===== src/rtl/t04_keypad_pkg.sv =====
// Shared types and helpers for the 4x4 keypad scanner: scan states, the
// 16-bit key snapshot type and the one-hot decode helpers used by the event logic.
package t04_keypad_pkg;

  localparam int NUM_COLS = 4;
  localparam int NUM_ROWS = 4;

  typedef enum logic [1:0] {
    DRIVE,
    SAMPLE,
    COMMIT
  } scan_state_t;

  typedef logic [15:0] key_snap_t;

  // Bit position of the highest set bit; callers only use it on one-hot values.
  function automatic logic [3:0] onehot_index(input key_snap_t v);
    logic [3:0] idx;
    idx = '0;
    for (int i = 0; i < NUM_COLS * NUM_ROWS; i++) begin
      if (v[i]) idx = 4'(i);
    end
    return idx;
  endfunction

  function automatic logic popcount_is_one(input key_snap_t v);
    return (v != '0) && ((v & (v - 16'd1)) == '0);
  endfunction

endpackage


===== src/rtl/t04_snapshot_debounce.sv =====
// Sweep-level debounce: a snapshot becomes the stable key state once it has been
// seen on DEBOUNCE_SCANS consecutive sweeps.
module t04_snapshot_debounce
  import t04_keypad_pkg::*;
#(
  parameter int DEBOUNCE_SCANS = 4
) (
  input  logic      clk_i,
  input  logic      rst_i,
  input  key_snap_t snap_i,
  input  logic      commit_i,
  output key_snap_t stable_o,
  output key_snap_t stable_next_o,
  output logic      stable_update_o
);

  localparam int CNT_W = $clog2(DEBOUNCE_SCANS + 1);
  localparam logic [CNT_W-1:0] CNT_FULL = CNT_W'(DEBOUNCE_SCANS);

  key_snap_t        last_q, last_d;
  key_snap_t        stable_q, stable_d;
  logic [CNT_W-1:0] cnt_q, cnt_d;
  logic             update;

  // Acceptance looks at the post-update count so DEBOUNCE_SCANS=1 accepts on the first sweep.
  always_comb begin
    last_d   = last_q;
    cnt_d    = cnt_q;
    stable_d = stable_q;
    update   = 1'b0;
    if (commit_i) begin
      if (snap_i != last_q) begin
        last_d = snap_i;
        cnt_d  = CNT_W'(1);
      end else if (cnt_q != CNT_FULL) begin
        cnt_d = cnt_q + CNT_W'(1);
      end
      if ((cnt_d == CNT_FULL) && (last_d != stable_q)) begin
        stable_d = last_d;
        update   = 1'b1;
      end
    end
  end

  always_ff @(posedge clk_i) begin
    if (rst_i) begin
      last_q   <= '0;
      cnt_q    <= '0;
      stable_q <= '0;
    end else begin
      last_q   <= last_d;
      cnt_q    <= cnt_d;
      stable_q <= stable_d;
    end
  end

  assign stable_o        = stable_q;
  assign stable_next_o   = stable_d;
  assign stable_update_o = update;

endmodule


===== src/rtl/t04_keypad_scanner.sv =====
// 4x4 keypad matrix scanner: rotates a one-hot column strobe, samples synchronized
// rows after a settle window, debounces whole sweeps and emits single-key press events.
module t04_keypad_scanner
  import t04_keypad_pkg::*;
#(
  parameter int SETTLE_CYCLES  = 1000,
  parameter int DEBOUNCE_SCANS = 4
) (
  input  logic       clk,
  input  logic       rst,
  input  logic [3:0] row,
  output logic [3:0] column,
  output logic       key_valid,
  output logic [3:0] key_code,
  output logic       key_held
);

  localparam int CNT_W = $clog2(SETTLE_CYCLES);
  localparam logic [CNT_W-1:0] SETTLE_LAST = CNT_W'(SETTLE_CYCLES - 1);
  localparam logic [1:0] LAST_COL = 2'(NUM_COLS - 1);

  logic [NUM_ROWS-1:0] row_meta_q, row_sync_q;

  scan_state_t      state_q, state_d;
  logic [CNT_W-1:0] settle_q, settle_d;
  logic [1:0]       col_q, col_d;
  logic [3:0]       column_q, column_d;
  key_snap_t        snap_q, snap_d;
  logic             commit;

  key_snap_t stable, stable_next;
  logic      stable_update;
  logic      fire;

  logic       key_valid_q;
  logic [3:0] key_code_q;
  logic       key_held_q;

  // Rows come straight off the keypad; only the second flop is ever sampled.
  always_ff @(posedge clk) begin
    row_meta_q <= row;
    row_sync_q <= row_meta_q;
  end

  always_comb begin
    state_d  = state_q;
    settle_d = settle_q;
    col_d    = col_q;
    snap_d   = snap_q;
    commit   = 1'b0;
    unique case (state_q)
      DRIVE: begin
        if (settle_q == SETTLE_LAST) begin
          settle_d = '0;
          state_d  = SAMPLE;
        end else begin
          settle_d = settle_q + CNT_W'(1);
        end
      end
      SAMPLE: begin
        snap_d[{col_q, 2'b00} +: NUM_ROWS] = row_sync_q;
        if (col_q == LAST_COL) begin
          state_d = COMMIT;
        end else begin
          col_d   = col_q + 2'd1;
          state_d = DRIVE;
        end
      end
      COMMIT: begin
        commit  = 1'b1;
        col_d   = 2'd0;
        state_d = DRIVE;
      end
      default: state_d = DRIVE;
    endcase
    column_d = 4'b0001 << col_d;
  end

  always_ff @(posedge clk) begin
    if (rst) begin
      state_q  <= DRIVE;
      settle_q <= '0;
      col_q    <= 2'd0;
      column_q <= 4'b0001;
      snap_q   <= '0;
    end else begin
      state_q  <= state_d;
      settle_q <= settle_d;
      col_q    <= col_d;
      column_q <= column_d;
      snap_q   <= snap_d;
    end
  end

  t04_snapshot_debounce #(
    .DEBOUNCE_SCANS(DEBOUNCE_SCANS)
  ) u_debounce (
    .clk_i          (clk),
    .rst_i          (rst),
    .snap_i         (snap_q),
    .commit_i       (commit),
    .stable_o       (stable),
    .stable_next_o  (stable_next),
    .stable_update_o(stable_update)
  );

  // A press counts only when leaving an all-released state into exactly one key.
  assign fire = stable_update && (stable == '0) && popcount_is_one(stable_next);

  always_ff @(posedge clk) begin
    if (rst) begin
      key_valid_q <= 1'b0;
      key_code_q  <= 4'd0;
      key_held_q  <= 1'b0;
    end else begin
      key_valid_q <= fire;
      if (fire) key_code_q <= onehot_index(stable_next);
      key_held_q <= (stable_next != '0);
    end
  end

  assign column    = column_q;
  assign key_valid = key_valid_q;
  assign key_code  = key_code_q;
  assign key_held  = key_held_q;

endmodule


===== config.mk =====
export PLATFORM = sky130hd
export DESIGN_NAME = t04_keypad_scanner
export DESIGN_NICKNAME = d
export VERILOG_FILES = /design/src/rtl/t04_keypad_pkg.sv /design/src/rtl/t04_snapshot_debounce.sv /design/src/rtl/t04_keypad_scanner.sv
export SDC_FILE = /design/constraint.sdc
export NUM_CORES = 1
export LEC_CHECK = 0
export ABC_CLOCK_PERIOD_IN_PS = 2800
export BUFFER_PORTS_ARGS = -buffer_cell sky130_fd_sc_hd__buf_2
export CAP_MARGIN = 30
export CORE_ASPECT_RATIO = 1.1
export CORE_MARGIN = 2
export CORE_UTILIZATION = 40
export CTS_CLUSTER_SIZE = 24
export DETAILED_ROUTE_END_ITERATION = 7
export PLACE_DENSITY_LB_ADDON = 0.05
export SETUP_SLACK_MARGIN = 0.5
export SYNTH_ARGS = -nofsm -noshare
export SYNTH_HDL_FRONTEND = slang
export SYNTH_SLANG_ARGS = --single-unit

===== constraint.sdc =====
create_clock -name clk -period 2.8 [get_ports clk]
set_input_delay 0.14 -clock clk [delete_from_list [all_inputs] [get_ports clk]]
set_output_delay 0.14 -clock clk [all_outputs]
set_load 0.01 [all_outputs]

### Word-level counts from Yosys, hierarchy flattened

Index checks and enable logic that the tools add are counted.

| word-level totals | value |
|---|---|
| word-level logic and storage cells | 71 |
| bits in registers | 83 |
| output and inout bits | 10 |
| bits of input ports | 6 |

| cells by class | value |
|---|---|
| reductions and logical operators | 8 |
| muxes and demuxes | 32 |
| shifts and indexed selects | 3 |
| bitwise logic cells | 1 |
| add/subtract/negate cells | 5 |
| eq/ne operators | 9 |

Operators by type and width:

| operator | number |
|---|---|
| $mux W16 | 4 |
| $mux W4 | 14 |
| $logic_not A16 Y1 | 2 |
| $ne A16 B16 Y1 | 2 |
| $and A16 B16 Y16 | 1 |
| $bwmux W16 | 1 |
| $reduce_bool A16 Y1 | 1 |
| $shift A4 B6 Y16 const A | 1 |
| $shiftx A4 B6 Y16 | 1 |
| $sub A16 B1 Y16 const B | 1 |
| $add A10 B1 Y10 const B | 1 |
| $eq A10 B10 Y1 const B | 1 |
| $mux W10 | 1 |
| $mux W3 | 3 |
| $pmux W2 S2 | 2 |
| $mux W2 | 3 |
| $neg A4 Y6 | 1 |
| $eq A2 B2 Y1 const B | 2 |
| $logic_and A1 B1 Y1 | 4 |
| $mux W1 | 4 |
| $shl A1 B2 Y4 const A | 1 |
| $add A3 B1 Y3 const B | 1 |
| $eq A3 B3 Y1 const B | 1 |
| $ne A3 B3 Y1 const B | 1 |
| other kinds (4) | 4 |

### Depth between registers and ports, before layout

Gate-level depths: netlist (run 1).

| logic depth | value |
|---|---|
| depth after elaboration | 23 |
| mapped depth | 10 |
| gate-level depth less buffers | 9 |

### By module

Synthesis (run 1) repeated with hierarchy kept, for this count alone.

| second synthesis, totals | value |
|---|---|
| cells, all modules | 418 |
| area total of the unflattened synthesis | 3958.8 µm² |

Modules (own cells, without submodules):

| module | area each (µm²) | seq. area each (µm²) | cells each | times used |
|---|---|---|---|---|
| t04_keypad_scanner | 2190.9 | 960.9 | 247 | 1 |
| t04_snapshot_debounce | 1767.9 | 700.7 | 171 | 1 |

### Least setup slack after synthesis (run 1)

OpenSTA, ideal clock, no wires.

| path | value |
|---|---|
| kind | register to register |
| from | register snap_q[1] |
| to | register key_code_q[0], in the netlist key_code[0] |
| path slack | 0.202 ns |
| cell stages (with the launch flop) | 10 |
| period minus slack after synthesis | 2.598 ns |
| arrival | 2.478 ns |
| path through | dfxtp_1 -> buf_6 -> or4_4 -> or4_1 -> buf_2 -> o21ai_1 -> or3b_1 -> a211oi_2 -> nand3_2 -> mux2i_1 |

| on the way | value |
|---|---|
| longest elaborated chain between the ends | 22 |
| elaborated cells between the ends (all ways) | 34 |

RTL lines:

| element | line | text |
|---|---|---|
| from (decl) | t04_keypad_scanner.sv:28 | `key_snap_t snap_q, snap_d;` |
| from (signal assigned) | t04_keypad_scanner.sv:91 | `snap_q <= snap_d;` |
| $ne A16 B16 Y1 | t04_snapshot_debounce.sv:32 | `if (snap_i != last_q) begin` |
| $mux W16 / $mux W3 (equally long branches) | t04_snapshot_debounce.sv:32 |  |
| $mux W16 / $mux W3 (equally long branches) | t04_snapshot_debounce.sv:31 | `if (commit_i) begin` |
| $ne A16 B16 Y1 / $eq A3 B3 Y1 (equally long branches) | t04_snapshot_debounce.sv:38 | `if ((cnt_d == CNT_FULL) && (last_d != stable_q)) begin` |
| $logic_and A1 B1 Y1 | t04_snapshot_debounce.sv:38 |  |
| $mux W16 | t04_snapshot_debounce.sv:38 |  |
| $mux W16 | t04_snapshot_debounce.sv:31 |  |
| $mux W1 | t04_keypad_pkg.sv:21 | `if (v[i]) idx = 4'(i);` |
| $mux W4 (14 in series) | t04_keypad_pkg.sv:21 |  |
| to (signal assigned) | t04_keypad_scanner.sv:117 | `if (fire) key_code_q <= onehot_index(stable_next);` |
| to (decl) | t04_keypad_scanner.sv:36 | `logic [3:0] key_code_q;` |

Parallel ways exist; a longest one is shown, timed or not. The select of a mux whose other input is x is not followed.
A chain may end at the register's enable or synchronous reset.

### Final worst setup path (run 1)

| path | value |
|---|---|
| from | register snap_q[1] |
| to | register key_code_q[3], in the netlist key_code[3] |

| on the way | value |
|---|---|
| longest elaborated chain between the ends | 20 |
| elaborated cells between the ends (all ways) | 32 |

RTL lines:

| element | line |
|---|---|
| $ne A16 B16 Y1 | t04_snapshot_debounce.sv:32 |
| $mux W16 / $mux W3 (equally long branches) | t04_snapshot_debounce.sv:32 |
| $mux W16 / $mux W3 (equally long branches) | t04_snapshot_debounce.sv:31 |
| $ne A16 B16 Y1 / $eq A3 B3 Y1 (equally long branches) | t04_snapshot_debounce.sv:38 |
| $logic_and A1 B1 Y1 | t04_snapshot_debounce.sv:38 |
| $mux W16 | t04_snapshot_debounce.sv:38 |
| $mux W16 | t04_snapshot_debounce.sv:31 |
| $mux W4 (13 in series) | t04_keypad_pkg.sv:21 |

Parallel ways exist; a longest one is shown, timed or not. The select of a mux whose other input is x is not followed.

==> impl_metrics.env, run 1 <==
export IMPL_outcome="complete, no violations"
export IMPL_synth_edf_count=0
export IMPL_core_area_um2=10300
export IMPL_final_net_count=509
export IMPL_clk_pin_slew_ns=0.06
export IMPL_peakVddDrop_mv=0.3038
export IMPL_rsz0062_at_grt="true"
export IMPL_achievable_frequency_mhz=395.6
export IMPL_dieArea_um2=11290
export IMPL_yosys_area_top_type_share_pct=39.72
export IMPL_crit_chain="or4_4 -> or4_4 -> o21ai_1 -> or3b_4 -> a211oi_4 -> nand3_4 -> mux2i_1"
export IMPL_grt_pass1_wl_mm=16.52
export IMPL_hold_slack_ns=0.3011
export IMPL_routed_via_density=5.208
export IMPL_place_hpwl_mm=6.910
export IMPL_yosysUniqueCellTypes=56
export IMPL_fp_dieH_um=111.3
export IMPL_rows=39
export IMPL_slowest_delay_ns=0.55
export IMPL_start_util_pct=40.62
export IMPL_slew_violations=0
export IMPL_tightest_slew_ns=0.6947
export IMPL_synth_top_area_cell="dfxtp_1"
export IMPL_fin_util_pct=46.70
export IMPL_grt_max_degree=48
export IMPL_track_usage_pct=18.75
export IMPL_relSlewSlack_pct=53.03
export IMPL_port_buffers=15
export IMPL_syn_area_um2=4183
export IMPL_vias=3323
export IMPL_first_global_vias=3308
export IMPL_gr_total_overflow=0
export IMPL_totalWireLength_mm=9.815
export IMPL_power_leakage_nw=2.018
export IMPL_finalCriticalPeriod_ns=2.528
export IMPL_finalWeightedCongestion=0.7917
export IMPL_endpoint_kind="flop"
export IMPL_drt_pass1_iterations=4
export IMPL_cp_required_ns=3.03
export IMPL_htree_levels=3
export IMPL_fill_cells=1045
export IMPL_synth_ff_type="dfxtp_1"
export IMPL_cts_tree="built"
export IMPL_max_cap_viol_count=0
export IMPL_yosysSeqAreaShare_pct=39.72
export IMPL_clock_sinks=83
export IMPL_drc_errors=0
export IMPL_yosysWarnings=0
export IMPL_ys_seq_elements=83
export IMPL_synthTopCellsByArea="dfxtp_1 40%, mux2i_1 8.9%, nor2_1 8.1%, xor2_1 3.8%, ha_1 3.6%"
export IMPL_cts_buffers=9
export IMPL_clock_skew_ns=0.008613
export IMPL_setup_viol=0
export IMPL_syn_nets=487
export IMPL_insertion_delay_ns=0.34
export IMPL_critPathKind="reg2reg"
export IMPL_cp_max_fo=4
export IMPL_clockBufferDepth=2
export IMPL_crit_top_cell="or4_4"
export IMPL_first_iter_violations=143
export IMPL_drive_gt1_share_pct=16.16
export IMPL_worstSetupStartpointType="flop"
export IMPL_slowest_stage="or4_4"
export IMPL_cts_root_buffer="clkbuf_16"
export IMPL_power_density_nw_per_um2=508.6
export IMPL_ios=16
export IMPL_dieWidth_um=101.5
export IMPL_postSynthAreaPerCell_um2=8.918
export IMPL_ant_nets=0
export IMPL_period_share_pct=90.29
export IMPL_tns_ns=0
export IMPL_antenna_found_initial=0
export IMPL_crit_arrival_ns=2.76
export IMPL_antenna_cells=0
export IMPL_min_path_type="in2reg"
export IMPL_area_delta_synth_final_pct=14.96
export IMPL_async_flop_share_pct=0
export IMPL_final_hold_violation_count=0
export IMPL_wl_per_cell_um=15.38
export IMPL_syn_instance_count=469
## report_power, final
part	total (mW)	switching, mW	internal, mW
sequential	1.20	0.00932	1.19
clock	1.21	0.493	0.715
combinational	0.0378	0.0233	0.0145
## final cells by class
type / instances / area [um^2] / share of cell area (%)
multi-input combinational: 345 / 2322 / 48.30
inverter: 10 / 37.54 / 0.7806
clock inverter: 5 / 62.56 / 1.301
clock buffer: 10 / 239.0 / 4.970
sequential: 83 / 1668 / 34.69
timing repair buffer: 42 / 300.3 / 6.245
tap: 143 / 178.9 / 3.721
## worst paths after layout
path	from	end	slack [ns]	cells after the start
setup reg to reg	snap_q[1]	key_code[3]	0.27	7
hold reg to reg	row_meta_q[2]	row_sync_q[2]	0.33	0
hold / removal	rst	u_debounce.stable_o[11]	0.30	2
setup / recovery	snap_q[1]	key_code[3]	0.27	7
## per-stage QoR
stage	power (mW)	worst slack, ns	area (um^2)	cells
3_3_place_gp	1.260	0.2558	4375	614
6_report	2.445	0.2720	4808	638
5_1_grt	2.534	0.1970	4808	638
4_1_cts	2.482	0.2826	4750	635
3_5_place_dp	1.261	0.2185	4375	614
2_1_floorplan	1.247	0.2331	4190	469
## cells in the mapped netlist, types with 4 or more instances
master	count
nor3b_1	4
ha_1	12
o21ai_0	11
nor3_1	5
nor4_1	8
nand2_1	20
xor2_1	18
o31ai_1	6
a22oi_1	16
a21oi_1	19
inv_1	10
mux2i_1	37
a211oi_1	4
nand2b_1	7
buf_1	4
nor2_1	90
clkbuf_1	15
dfxtp_1	83
nand3_1	11
clkbuf_8	7
nand4_1	10
xnor2_1	16
nor2b_1	4
## flip-flops by register name, indices dropped and copies added, names as in the netlist, 3 cells and up
| signal | cells |
|---|---|
| row_sync_q | 4 |
| u_debounce.cnt_q | 3 |
| snap_q | 16 |
| settle_q | 10 |
| column | 4 |
| key_code | 4 |
| u_debounce.last_q | 16 |
| row_meta_q | 4 |
| u_debounce.stable_o | 16 |
## cells in the final DEF, fill, tap and decap left out, types with 3 or more instances in the layout
cell type      count
nor3_1             5
nor2_1            90
dfxtp_1           78
nor4_1             8
xor2_1            18
a22oi_1           16
buf_2             15
ha_1              12
mux2i_1           37
nand4_1           10
nand2b_1           7
o31ai_1            6
inv_1             10
a211o_2            3
and2_1             3
nor2b_1            4
dfxtp_2            5
xnor2_1           16
o21ai_0           10
nand2_1           20
clkbuf_16          9
or2_2              3
dlygate4sd3_1      4
buf_4             22
a211oi_1           4
nor3b_1            3
nand3_1           11
and4_1             3
a21oi_1           18
## worst max-delay path: cells and delay by family, from the launching register on
family          cells  cell delay, ns
simple gates        4            1.56
mux                 1            0.14
flops               1            0.32
compound gates      2            0.39
## per-layer routing
metal  GRT usage, %  vias up  share of wire (%)  wire length [um]
met2          29.74       54                 47              4578
met3          3.594       21                2.8               278
met4          8.559        0                2.7               267
met1          24.33     1571                 48              4691
li1               -     1677                  -                 -
met5              0        -                  0                 0
## cell families (layout without fill, tap and decap cells)
group	Yosys count	count (layout)	share of synthesized area [%]
and+or+nand+nor	188	188	22.43
AOI/OAI and AO/OA	72	72	11.73
xor gates and xnor gates	34	34	7.119
DFF	83	83	39.72
adders and majority gates	14	14	4.068
muxes	37	37	8.854
buffers and inverters	41	67	6.072
## timing repair
action	in CTS	in global routing
endpoints found under the hold margin	4	0
endpoints found under the setup margin	17	17
setup buffers	2	3
resized for setup	5	8
hold buffers	4	0
pin swaps	0	4
No activity file was read; power rests on OpenSTA's default activity.
==> run 2, diff against run 1 <==
Settings changed: ABC_CLOCK_PERIOD_IN_PS 2800 to 2100, BUFFER_PORTS_ARGS -buffer_cell sky130_fd_sc_hd__buf_2 to not set, DONT_BUFFER_PORTS set to 1, SLEW_MARGIN set to 10.
Clock period 2.8 ns to 2.1 ns, I/O delays scaled along.
==> impl_metrics.env, run 2 (same netlist as run 1, synthesis figures left out) <==
export IMPL_outcome="finished with violations"
export IMPL_violations="negative hold slack, negative setup slack"
export IMPL_dieWidth_um=101.5
export IMPL_preCtsSetupSlack_ns=-0.4787
export IMPL_crit_arrival_ns=2.71
export IMPL_antenna_found_initial=0
export IMPL_endpoint_kind="flop"
export IMPL_switching_share_pct=21.59
export IMPL_cp_required_ns=2.33
export IMPL_cp_max_fo=4
export IMPL_cts_root_buffer="clkbuf_16"
export IMPL_p_sw_uw=705.5
export IMPL_slowest_stage="or4_4"
export IMPL_fin_util_pct=54.95
export IMPL_setup_slack_ns=-0.3797
export IMPL_reg2reg_to="key_code[0]"
export IMPL_clock_sinks=83
export IMPL_track_usage_pct=20.27
export IMPL_fin_area_um2=5658
export IMPL_cts_tree="built"
export IMPL_grt_pass1_wl_mm=17.76
export IMPL_relSlewSlack_pct=74.53
export IMPL_rows=39
export IMPL_core_area_um2=10300
export IMPL_hold_buffers=5
export IMPL_critical_path_top_delay_family="simple AND/OR/NAND/NOR gates"
export IMPL_achievable_frequency_mhz=403.3
export IMPL_fp_dieH_um=111.3
export IMPL_hold_start="rst"
export IMPL_rr_worst_depth=7
export IMPL_r2r_setup_slack_ns=-0.38
export IMPL_slew_violations=0
export IMPL_final_cell_mix="85 x nor2_1, 71 x buf_4, 67 x dfxtp_1, 35 x mux2i_1, 18 x xor2_1"
export IMPL_combPwrFrac_pct=0.7
export IMPL_area_delta_synth_final_pct=35.27
export IMPL_hold_slack_ns=-0.1788
export IMPL_antenna_cells=0
export IMPL_wl_per_cell_um=15.66
export IMPL_critPathBufInv=0
export IMPL_clk_pin_slew_ns=0.07
export IMPL_first_iter_violations=107
export IMPL_vias=3574
export IMPL_intPower_mw=2.562
export IMPL_p_seq_share_pct=48.8
export IMPL_insertion_delay_ns=0.34
export IMPL_port_buffers=0
export IMPL_rsz0062_at_grt="true"
export IMPL_ant_nets=0
export IMPL_finalWeightedCongestion=0.8541
export IMPL_setup_viol=20
export IMPL_critPathKind="reg2reg"
export IMPL_worstSetupStartpointType="flop"
export IMPL_clockBufferDepth=2
export IMPL_period_share_pct=118.1
export IMPL_routed_via_density=5.135
export IMPL_slowest_delay_ns=0.53
export IMPL_dieArea_um2=11290
export IMPL_power_density_nw_per_um2=577.5
export IMPL_grt_max_degree=77
export IMPL_clkPwrFrac_pct=50.5
export IMPL_hold_path_endpoint="key_held"
export IMPL_peakVddDrop_mv=0.3665
export IMPL_drt_pass1_iterations=4
export IMPL_drc_errors=0
export IMPL_dpl_cell_area_um2=4783
export IMPL_power_leakage_nw=2.387
export IMPL_finalCriticalPeriod_ns=2.480
export IMPL_start_util_pct=40.62
export IMPL_crit_top_cell="or4_4"
export IMPL_totalWireLength_mm=10.90
export IMPL_final_net_count=566
export IMPL_holdPathStages=1
export IMPL_clock_skew_ns=0.009504
export IMPL_drive_gt1_share_pct=33.45
export IMPL_gr_total_overflow=0
export IMPL_final_common_cell="nor2_1"
export IMPL_first_global_vias=3575
export IMPL_place_hpwl_mm=7.431
export IMPL_tightest_slew_ns=0.3781
export IMPL_r2r_start="snap_q[1]"
export IMPL_final_hold_violation_count=73
export IMPL_ios=16
export IMPL_min_path_type="in2reg"
export IMPL_cts_buffers=9
export IMPL_htree_levels=3
export IMPL_crit_chain="or4_4 -> or4_4 -> o21ai_1 -> or3b_4 -> a211oi_2 -> nand3_2 -> mux2i_1"
export IMPL_max_cap_viol_count=0
-- run 2: what timing repair did --
| action | in CTS | in global routing |
|---|---|---|
| hold endpoints to repair | 78 | 73 |
| setup endpoints to repair | 43 | 50 |
| gates cloned | 2 | 0 |
| setup buffers | 9 | 7 |
| resized for setup | 39 | 51 |
| pin swaps | 15 | 19 |
-- run 2: area by class of cell --
type                            instances  area, um^2
Fill cell                             955        4638
Multi-Input combinational cell        346        2559
Sequential cell                        83        1697
Timing Repair Buffer                   98       875.8
Clock buffer                           10       239.0
Tap cell                              143       178.9
Clock inverter                          6       71.32
Inverter                               10       37.54
-- run 2: worst max path at each step --
stage	start	endpoint	slack (ns)	cells after the start
2_1_floorplan	snap_q[1]	key_code[0]	-0.47	9
5_1_grt	snap_q[1]	key_code[0]	-0.46	7
6_report	snap_q[1]	key_code[0]	-0.38	7
3_3_place_gp	snap_q[1]	key_code[3]	-0.39	8
3_5_place_dp	snap_q[1]	key_code[0]	-0.48	8
4_1_cts	snap_q[1]	key_code[0]	-0.41	7
-- run 2: per-layer routing --
layer | up-vias | share of wire, % | GRT usage (%)
met5 | - | 0 | 0
met4 | 0 | 2.3 | 8.649
met3 | 21 | 2.4 | 4.098
met2 | 44 | 50 | 33.86
met1 | 1708 | 46 | 24.90
li1 | 1801 | - | -
-- run 2: metrics by stage --
stage / power (mW) / hold WS, ns / setup TNS (ns) / instances
floorplan: 1.663 / 0.1327 / -2.316 / 469
global placement: 1.649 / 0.1328 / -3.268 / 657
detailed placement: 1.649 / 0.1328 / -3.821 / 657
CTS: 3.302 / -0.1828 / -2.247 / 689
global route: 3.375 / -0.1943 / -4.811 / 696
finish: 3.267 / -0.1788 / -2.749 / 696
-- run 2: power groups by stage --
stage	clock (mW)	combinational, mW	sequential (mW)
finish	1.65	0.0234	1.60
global route	1.75	0.0265	1.60
CTS	1.69	0.0196	1.60
detailed placement	0	0.0138	1.64
global placement	0	0.0137	1.64
floorplan	0	0.0318	1.63
